--- src/rtl/io_hex_display.sv ---
// Sequential double-dabble binary-to-BCD converter that drives six seven-segment digits.
// Each load starts a 32-iteration conversion. A load that arrives mid-conversion is held in a one-deep pending slot.
module io_hex_display #(
    parameter bit BLANK_LEADING = 1'b1,
    parameter bit DASH_ON_OVF   = 1'b1
) (
    input  logic        clock,
    input  logic        reset,
    input  logic [31:0] value,
    input  logic        load,
    output logic        busy,
    output logic        done,
    output logic        overflow,
    output logic [23:0] bcd,
    output logic [6:0]  hex0,
    output logic [6:0]  hex1,
    output logic [6:0]  hex2,
    output logic [6:0]  hex3,
    output logic [6:0]  hex4,
    output logic [6:0]  hex5
);
    typedef enum logic [1:0] {IDLE, CONV, DONE} state_t;

    localparam logic [5:0][6:0] RST_HEX = BLANK_LEADING ? {{5{7'h7F}}, 7'h40} : {6{7'h40}};

    state_t          state, state_nx;
    logic [31:0]     shreg;
    logic [23:0]     bcd_work, bcd_adj;
    logic            ovf_work;
    logic [4:0]      iter;
    logic            pend_vld;
    logic [31:0]     pend_val;
    logic            start;
    logic [31:0]     start_val;
    logic [5:0][6:0] hex_q, hex_nx;

    function automatic logic [6:0] seg7(input logic [3:0] d);
        case (d)
            4'd0:    seg7 = 7'h40;
            4'd1:    seg7 = 7'h79;
            4'd2:    seg7 = 7'h24;
            4'd3:    seg7 = 7'h30;
            4'd4:    seg7 = 7'h19;
            4'd5:    seg7 = 7'h12;
            4'd6:    seg7 = 7'h02;
            4'd7:    seg7 = 7'h78;
            4'd8:    seg7 = 7'h00;
            4'd9:    seg7 = 7'h10;
            default: seg7 = 7'h7F;
        endcase
    endfunction

    assign busy = (state != IDLE);
    // A fresh load beats the queued value when both are present at the restart point.
    assign start     = ((state == IDLE) && load) || ((state == DONE) && (load || pend_vld));
    assign start_val = load ? value : pend_val;

    always_comb begin
        state_nx = state;
        case (state)
            IDLE: if (load) state_nx = CONV;
            CONV: if (iter == 5'd31) state_nx = DONE;
            DONE: state_nx = start ? CONV : IDLE;
            default: state_nx = IDLE;
        endcase
    end

    always_comb begin
        bcd_adj = bcd_work;
        for (int k = 0; k < 6; k++)
            if (bcd_work[4*k +: 4] >= 4'd5) bcd_adj[4*k +: 4] = bcd_work[4*k +: 4] + 4'd3;
    end

    // Walk from the top digit down; a digit is lit once a nonzero digit has been seen at or above it.
    always_comb begin
        logic       lit;
        logic [3:0] nib;
        lit    = 1'b0;
        nib    = '0;
        hex_nx = '0;
        for (int k = 5; k >= 0; k--) begin
            nib = bcd_work[4*k +: 4];
            if (nib != 4'd0 || k == 0) lit = 1'b1;
            if (DASH_ON_OVF && ovf_work)   hex_nx[k] = 7'h3F;
            else if (BLANK_LEADING && !lit) hex_nx[k] = 7'h7F;
            else                            hex_nx[k] = seg7(nib);
        end
    end

    always_ff @(posedge clock) begin
        if (reset) begin
            state    <= IDLE;
            shreg    <= '0;
            bcd_work <= '0;
            ovf_work <= 1'b0;
            iter     <= '0;
            pend_vld <= 1'b0;
            pend_val <= '0;
            done     <= 1'b0;
            overflow <= 1'b0;
            bcd      <= '0;
            hex_q    <= RST_HEX;
        end else begin
            state <= state_nx;
            done  <= (state == DONE);
            if (start) begin
                shreg    <= start_val;
                bcd_work <= '0;
                ovf_work <= (start_val > 32'd999_999);
                iter     <= '0;
                pend_vld <= 1'b0;
            end else if (state == CONV) begin
                // Bits shifted out of the top of bcd_work are lost; only the overflow case produces any.
                bcd_work <= {bcd_adj[22:0], shreg[31]};
                shreg    <= {shreg[30:0], 1'b0};
                iter     <= iter + 5'd1;
                if (load) begin
                    pend_vld <= 1'b1;
                    pend_val <= value;
                end
            end
            if (state == DONE) begin
                overflow <= ovf_work;
                bcd      <= bcd_work;
                hex_q    <= hex_nx;
            end
        end
    end

    assign hex0 = hex_q[0];
    assign hex1 = hex_q[1];
    assign hex2 = hex_q[2];
    assign hex3 = hex_q[3];
    assign hex4 = hex_q[4];
    assign hex5 = hex_q[5];
endmodule

--- config.mk ---
export PLATFORM = sky130hd
export DESIGN_NAME = io_hex_display
export DESIGN_NICKNAME = d
export VERILOG_FILES = /design/src/rtl/io_hex_display.sv
export SDC_FILE = /design/constraint.sdc
export NUM_CORES = 1
export LEC_CHECK = 0
export CAP_MARGIN = 0
export CORE_ASPECT_RATIO = 1.5
export CORE_MARGIN = 3
export CORE_UTILIZATION = 61
export CTS_CLUSTER_SIZE = 20
export DETAILED_ROUTE_END_ITERATION = 8
export HOLD_SLACK_MARGIN = 0.06
export PLACE_DENSITY = 0.81
export SLEW_MARGIN = 20
export SYNTH_ARGS = -nofsm -noshare
export SYNTH_HDL_FRONTEND = slang
export SYNTH_SLANG_ARGS = --single-unit
--- constraint.sdc ---
create_clock -name clock -period 3.75 [get_ports clock]
set_clock_uncertainty 0.1 [all_clocks]
set_input_delay 0.5625 -clock clock [delete_from_list [all_inputs] [get_ports clock]]
set_output_delay 0.5625 -clock clock [all_outputs]
set_load 0.01 [all_outputs]
## Yosys cells after proc, flatten, opt, wreduce, memory -nomap -nowiden

Memory sizes are Yosys's and may differ from the RTL's. A register that Yosys moved wholly into a read port is not among the register bits.
Index checks and enable logic that the tools add are counted.

- Register bits: 165
- Input port bits: 35
- Bits in read-only memories: 672
- Output and inout port bits: 69
- Word-level logic and storage cells: 99
- Memories kept: 6

- Bitwise logic cells: 1
- Muxes and demuxes: 41
- $lt $le $gt $ge: 7
- Add/sub/neg operators: 7
- Reductions and logical operators: 16
- Equal/unequal tests: 5

Memories:

| memory | words | bits a word | rd ports | clocked after Yosys merged registers in | wr ports | line | source |
|---|---|---|---|---|---|---|---|
| (no name shown) | 16 | 7 | 1 | 1 | 0 | 38 | `case (d)` |
| (no name shown) | 16 | 7 | 1 | 1 | 0 | 38 |  |
| (no name shown) | 16 | 7 | 1 | 1 | 0 | 38 |  |
| (no name shown) | 16 | 7 | 1 | 1 | 0 | 38 |  |
| (no name shown) | 16 | 7 | 1 | 1 | 0 | 38 |  |
| (no name shown) | 16 | 7 | 1 | 1 | 0 | 38 |  |

Operators with widths:

| operator | count |
|---|---|
| 32-bit 2-to-1 mux | 3 |
| 7-bit 2-to-1 mux | 11 |
| 4-bit 2-to-1 mux | 17 |
| 32-bit by 20-bit > comparator with 1-bit output, second input constant | 1 |
| 4-bit by 3-bit greater-or-equal comparator with 1-bit output, second input constant | 6 |
| 4-bit by 2-bit adder with 4-bit output, second input constant | 5 |
| 4-bit nonzero test | 5 |
| 1-bit 2-to-1 mux | 6 |
| 2-bit one-hot mux with 3 select lines | 1 |
| 2-bit AND reduction | 3 |
| 5-bit by 1-bit adder with 5-bit output, second input constant | 1 |
| 5-bit == test, second input constant | 1 |
| 2-bit 2-to-1 mux | 2 |
| 2-bit != test, second input constant | 2 |
| 2-bit nonzero test | 2 |
| 3-bit by 2-bit adder with 3-bit output, second input constant | 1 |
| 3-bit 2-to-1 mux | 1 |
| 2-bit by 1-bit == test with 1-bit output, second input constant | 1 |
| 2-bit == test, second input constant | 1 |
| 1-bit logical AND | 2 |
| 2-bit logical NOT | 1 |
| 1-bit logical OR | 2 |
| 2-bit OR reduction | 1 |
| 1-bit NOT | 1 |

## Logic depth before layout (Yosys ltp)

- Depth in word-level cells: 8
- Mapped depth: 11
- Mapped depth without buffers: 10

## Worst setup path before layout

OpenSTA, ideal clock, no wires.

- Path type: input port to flip-flop
- Start point: input port reset
- End point: register (tool-made name)
- Stages: 10
- Data required time: 3,516 ps
- Buffers on the path: 3
- Setup time: 134 ps
- Setup slack: 1,254 ps
- Data arrival time: 2,262 ps
- Cells stage by stage: clkbuf_1 inv_1 o21ai_1 buf_4 buf_4 a211o_1 inv_1 ha_1 nor4_1 a211oi_1

RTL lines:

| item | line | source |
|---|---|---|
| start: declaration | 8 | `input logic reset,` |

==> impl_metrics.tcl <==
set metrics [dict create \
    viasPerCell 5.91 \
    grt_pass1_vias 8035 \
    cts_sinks 207 \
    gp_congestion 0.906 \
    dr.pass1.iters 6 \
    p_leak_nw 4.26 \
    port_buffers 103 \
    hold_viol_final 0 \
    totalWireLength_um 21800 \
    cp.required_ns 4.02 \
    post_cts_buffers 0 \
    crit_type "reg -> reg" \
    async_flop_share_pct 0 \
    hp-class "reg -> reg" \
    synth-edff-count 0 \
    final_net_count 1243 \
    yosysWarnings 0 \
    grt_usage_pct 25.5 \
    numCtsBuffers 20 \
    via_count 8102 \
    diodes 0 \
    syn-instance-count 1098 \
    finalCriticalPeriod_ns 3.17 \
    synth-main-ff-cell "dfxtp_1" \
    layout_common_cells "dfxtp_1 (207), nand2_1 (173), nor2_1 (115)" \
    startpoint "state[0]" \
    worst_ep_arrival_time_ns 3.44 \
    die_area_um2 17100 \
    start_util_pct 62.7 \
    synth_top_area_share_pct 43.6 \
    ioPinCount 104 \
    p_sw_mw 1.11 \
    syn_to_final_growth_pct 18.7 \
    power.internal_mw 3.74 \
    layout_commonest_cell "dfxtp_1" \
    drc 0 \
    postCtsResizedCells 0 \
    reg2reg_slack_ns 0.58 \
    fillers 1124 \
    slew_violations 0 \
    yosysTopAreaCell "dfxtp_1" \
    fmax_ghz 0.315 \
    die_y_um 159 \
    period_share_pct 84.6 \
    clk_latency_ns 0.49 \
    hpwl_um 14900 \
    peakVddDrop_v 0.000427 \
    tightest_slew_ns 1.13 \
    grt_pass1_wl_um 36900 \
    antenna_found_initial 0 \
    ctsLongestPathBuffers 3 \
    core_um2 15100 \
    synth_nets 1181 \
    htreeDepth 1 \
    grt_max_degree 104 \
    reg2reg_from "state[0]" \
    critPathMaxFanout 23 \
    overflow 0 \
    ys_seq_elements 207 \
    cts_tree "built" \
    dp.cells 1337 \
    synth.area.top_cells "dfxtp_1 (44%), nand2_1 (6.8%), ha_1 (6.3%)" \
    die_w_um 108 \
    stdcell_count 1371 \
    setup_viol 0 \
    ys_types 68 \
    drive_above_1_share_pct 7.25 \
    slew_headroom_pct 24.8 \
    syn_area_per_cell_um2 8.65 \
    r2r_cells 7 \
    cts-root-buf "clkbuf_16" \
    cts_hold_buf 0 \
    drv_cap 0 \
    drtAntennaViolNets 0 \
    clk_pin_slew_ns 0.06 \
    seq_power_share_pct 47.4 \
    synth_area_um2 9500 \
    critical_path.startpoint_type "register" \
    swShare_pct 22.9 \
    pwr-share-comb_pct 8.1 \
    end_kind "register" \
    status "complete, no violations" \
    num_rows 55 \
    pwr_density_cell_nw_per_um2 430 \
    tns_ns 0 \
    dr.first_iter.drc_count 470 \
    ys_seq_area_share_pct 43.6 \
    grt_setup_unrepaired "false" \
    pwr-share-clk_pct 44.5 \
    avgRoutedWirePerCell_um 15.9 \
]
[kinds of logic (layout without fill, tap and decap cells)]
logic type / count (synthesis) / in the layout / share of synthesized area [%]
AO/OA/AOI/OAI: 269 / 269 / 20.2
XOR/XNOR: 3 / 3 / 0.277
adder cells (fa/ha/maj): 48 / 48 / 6.32
buffers and inverters: 125 / 199 / 5.67
flip-flops: 207 / 207 / 43.6
multiplexers: 36 / 36 / 3.86
AND/OR/NAND/NOR: 410 / 410 / 20.0
[worst max-delay path, cell delays in order, from the launching register on]
cell	delay, ns
dfxtp_1	0.67
nand2b_2	0.44
buf_4	0.34
o311ai_1	0.53
and2_1	0.30
inv_1	0.11
ha_1	0.21
a221oi_1	0.34
[Yosys cell counts (5+ instances only)]
| master | count |
|---|---|
| dfxtp_1 | 207 |
| nand2_1 | 173 |
| nor2_1 | 115 |
| a21oi_1 | 73 |
| clkbuf_1 | 49 |
| ha_1 | 48 |
| inv_1 | 42 |
| a221oi_1 | 38 |
| mux2i_1 | 31 |
| o22ai_1 | 31 |
| a211oi_1 | 26 |
| and2_1 | 21 |
| nor3_1 | 20 |
| o21ai_0 | 18 |
| buf_2 | 16 |
| nand2b_1 | 16 |
| o21ai_1 | 14 |
| nor4_1 | 12 |
| nand3_1 | 9 |
| a2111o_1 | 7 |
| buf_4 | 7 |
| nor4bb_1 | 7 |
| a22o_1 | 6 |
| a311oi_1 | 6 |
| buf_1 | 6 |
| a211o_1 | 5 |
| and3_1 | 5 |
| nand4_1 | 5 |
[per-stage QoR]
step	utilization (%)	cell area [um2]	worst slack, ns	power, mW	hold WS [ns]
after floorplan	-	9500	1.25	2.62	0.318
after global placement	69.8	10600	0.854	2.73	0.321
after detailed placement	69.8	10600	0.725	2.74	0.327
after CTS	74.5	11300	0.603	4.88	0.342
after global routing	74.5	11300	0.384	5.02	0.357
final	74.5	11300	0.579	4.85	0.341
[worst min-delay path by stage]
stage | cells after the start | from | endpoint | slack (ns)
6_report | 2 | register | hex3[0] | 0.34
5_1_grt | 2 | register | hex3[2] | 0.36
4_1_cts | 2 | register | hex3[4] | 0.34
3_5_place_dp | 2 | register | hex3[4] | 0.33
3_3_place_gp | 2 | register | hex5[1] | 0.32
2_1_floorplan | 2 | register | hex1[0] | 0.32
[area by class of cell]
type,count,area (um2),area share (%)
tap,199,249,2.21
timing repair buffer,121,1160,10.3
clock buffer,28,602,5.34
sequential,207,4140,36.8
multi-input combinational,766,4840,43.0
inverter,44,165,1.46
clock inverter,6,111,0.988
[power groups by stage]
stage / combinational, mW / clock [mW] / sequential, mW
global route: 0.438 / 2.28 / 2.31
CTS: 0.392 / 2.19 / 2.30
floorplan: 0.287 / 0 / 2.33
finish: 0.392 / 2.16 / 2.30
global placement: 0.379 / 0 / 2.35
detailed placement: 0.389 / 0 / 2.35
[layer usage]
metal / GRT usage, % / wire [um]
met2: 46.9 / 11500
met4: 8.73 / 577
met1: 30.2 / 8590
met3: 2.81 / 1200
met5: 0 / 0
Note: power is estimated with default switching activity, not from simulation.
==> patch (config.mk and constraints unchanged) <==
The output `done` loses its register stage (`done` becomes a continuous assignment).
--- a/src/rtl/io_hex_display.sv
+++ b/src/rtl/io_hex_display.sv
@@ -98,3 +98,2 @@
             pend_val <= '0;
-            done     <= 1'b0;
             overflow <= 1'b0;
@@ -104,3 +103,2 @@
             state <= state_nx;
-            done  <= (state == DONE);
             if (start) begin
@@ -129,2 +127,4 @@
 
+    assign done = (state == DONE);
+
     assign hex0 = hex_q[0];
Check against the original RTL: no difference found for any inputs over 10 cycles, from zero or initial values and one cycle with reset high; that may be too few to reach the edited logic, so the function may still have changed.
==> patch against the original RTL <==
Fmax up 7.8%. Cell area fell by 0.38%. Sequential share of layout area about the same. Area after synthesis is 0.22% lower. Total power is 1.7% lower. Sequential cell count decreased by 1. Wire length is 1.5% higher. Core utilization shrank 0.28 points. Setup slack better by 0.23 ns.
==> patch: results (changes against the original RTL) <==
status:
  status: "finished clean"
detailed_routing:
  wl_met1_um: 8970  # +4.4%
  wl_per_cell_um: 16.3  # +2.0%
  drt_wl_total_um: 22200  # +1.5%
  drt_first_pass_iters: 5  # -1
  dr_wl_met3_um: 1080  # -11%
  wl_met2_um: 11500  # +0.34%
  drt_iter0_drc: 438  # -6.8%
  viasPerCell: 5.92  # +0.19%
worst_setup_path:
  cp_top_family: "simple AND/OR/NAND/NOR gates"
  rr_worst_depth: 7  # unchanged
  reg2reg_slack_ns: 0.81  # +0.23 ns
  critPathArrivalTime_ns: 3.25  # -0.19 ns
timing:
  whs_ns: 0.342  # +0.00127 ns
  slew_headroom_pct: 44.2  # +19 points
synth:
  synthMuxAreaShare_pct: 3.63  # -0.23 points
  synth.distinct_cells: 74  # +8.8%
  synth_adder_area_share_pct: 6.34  # +0.014 points
  synth_area_leaders: "dfxtp_1 44%, ha_1 6.3%, nand2_1 6.2%"
  yosys.area_share.xor_xnor_pct: 0.277  # +0.00062 points
  synth-seq-area-share_pct: 43.5  # -0.11 points
  synth_compound_area_share_pct: 19.7  # -0.48 points
  synth_cells: 1083  # -1.4%
final_layout:
  drive_gt1_share_pct: 8.50  # +1.2 points
  fillers: 1148  # +2.1%
  fin_nets: 1234  # -0.72%
  antenna_cells: 0  # unchanged
grt:
  met2_usage_pct: 47.1  # +0.27 points
  grt_pass1_vias: 7741  # -3.7%
  grt_pass1_wl_um: 37100  # +0.49%
  grt_max_degree: 78  # -25%
  grt_util_all_layers_pct: 26.0  # +0.48 points
  use_met3_pct: 4.54  # +1.7 points
  gr-usage-met1_pct: 31.0  # +0.81 points
worst_hold_path:
  holdPathEnd: "hex1[1]"
  holdPathStages: 2  # unchanged
cts:
  cts_made_buffers: 20  # unchanged
  cts_root_buf: "clkbuf_16"
  cts_resized: 0  # unchanged
placed_design:
  place_ws_ns: 0.858  # +0.134 ns
  dpl.hpwl_um: 15300  # +2.6%
  placed_cells: 1328  # -0.67%
  gp_congestion: 0.898  # -0.86%
power_and_ir_drop:
  p_leak_nw: 4.28  # +0.47%
  ir_drop_mv: 0.414  # -2.9%
[patch: cell types whose count changed in the layout (fill, tap and decap cells not counted), sizes merged, moves of 6 or more]
cell    change
a211oi      -9
a21oi      +11
a311oi      -7
a31oi      +13
and2       -16
nand2      -16
nand2b      +6
nor2        -6
nor3       +12
nor4        -6
[patch: report_power, final]
part	switching, W	total (W)	internal, W
Clock	0.000827	0.00206	0.00123
Sequential	0.0000449	0.00230	0.00225
Combinational	0.000247	0.000412	0.000165
[patch: cell type report]
type / instances / area, um^2 / area share [%]
Clock buffer: 31 / 633 / 5.64
Sequential cell: 206 / 4120 / 36.7
Inverter: 40 / 150 / 1.34
Timing Repair Buffer: 123 / 1170 / 10.4
Clock inverter: 5 / 56.3 / 0.501
Tap cell: 199 / 249 / 2.22
Multi-Input combinational cell: 760 / 4850 / 43.1
[patch: worst min-delay path, stage by stage (launching register included)]
cell and delay (ns):
dfxtp_1 0.31, o22ai_1 0.05, nand2_1 0.05
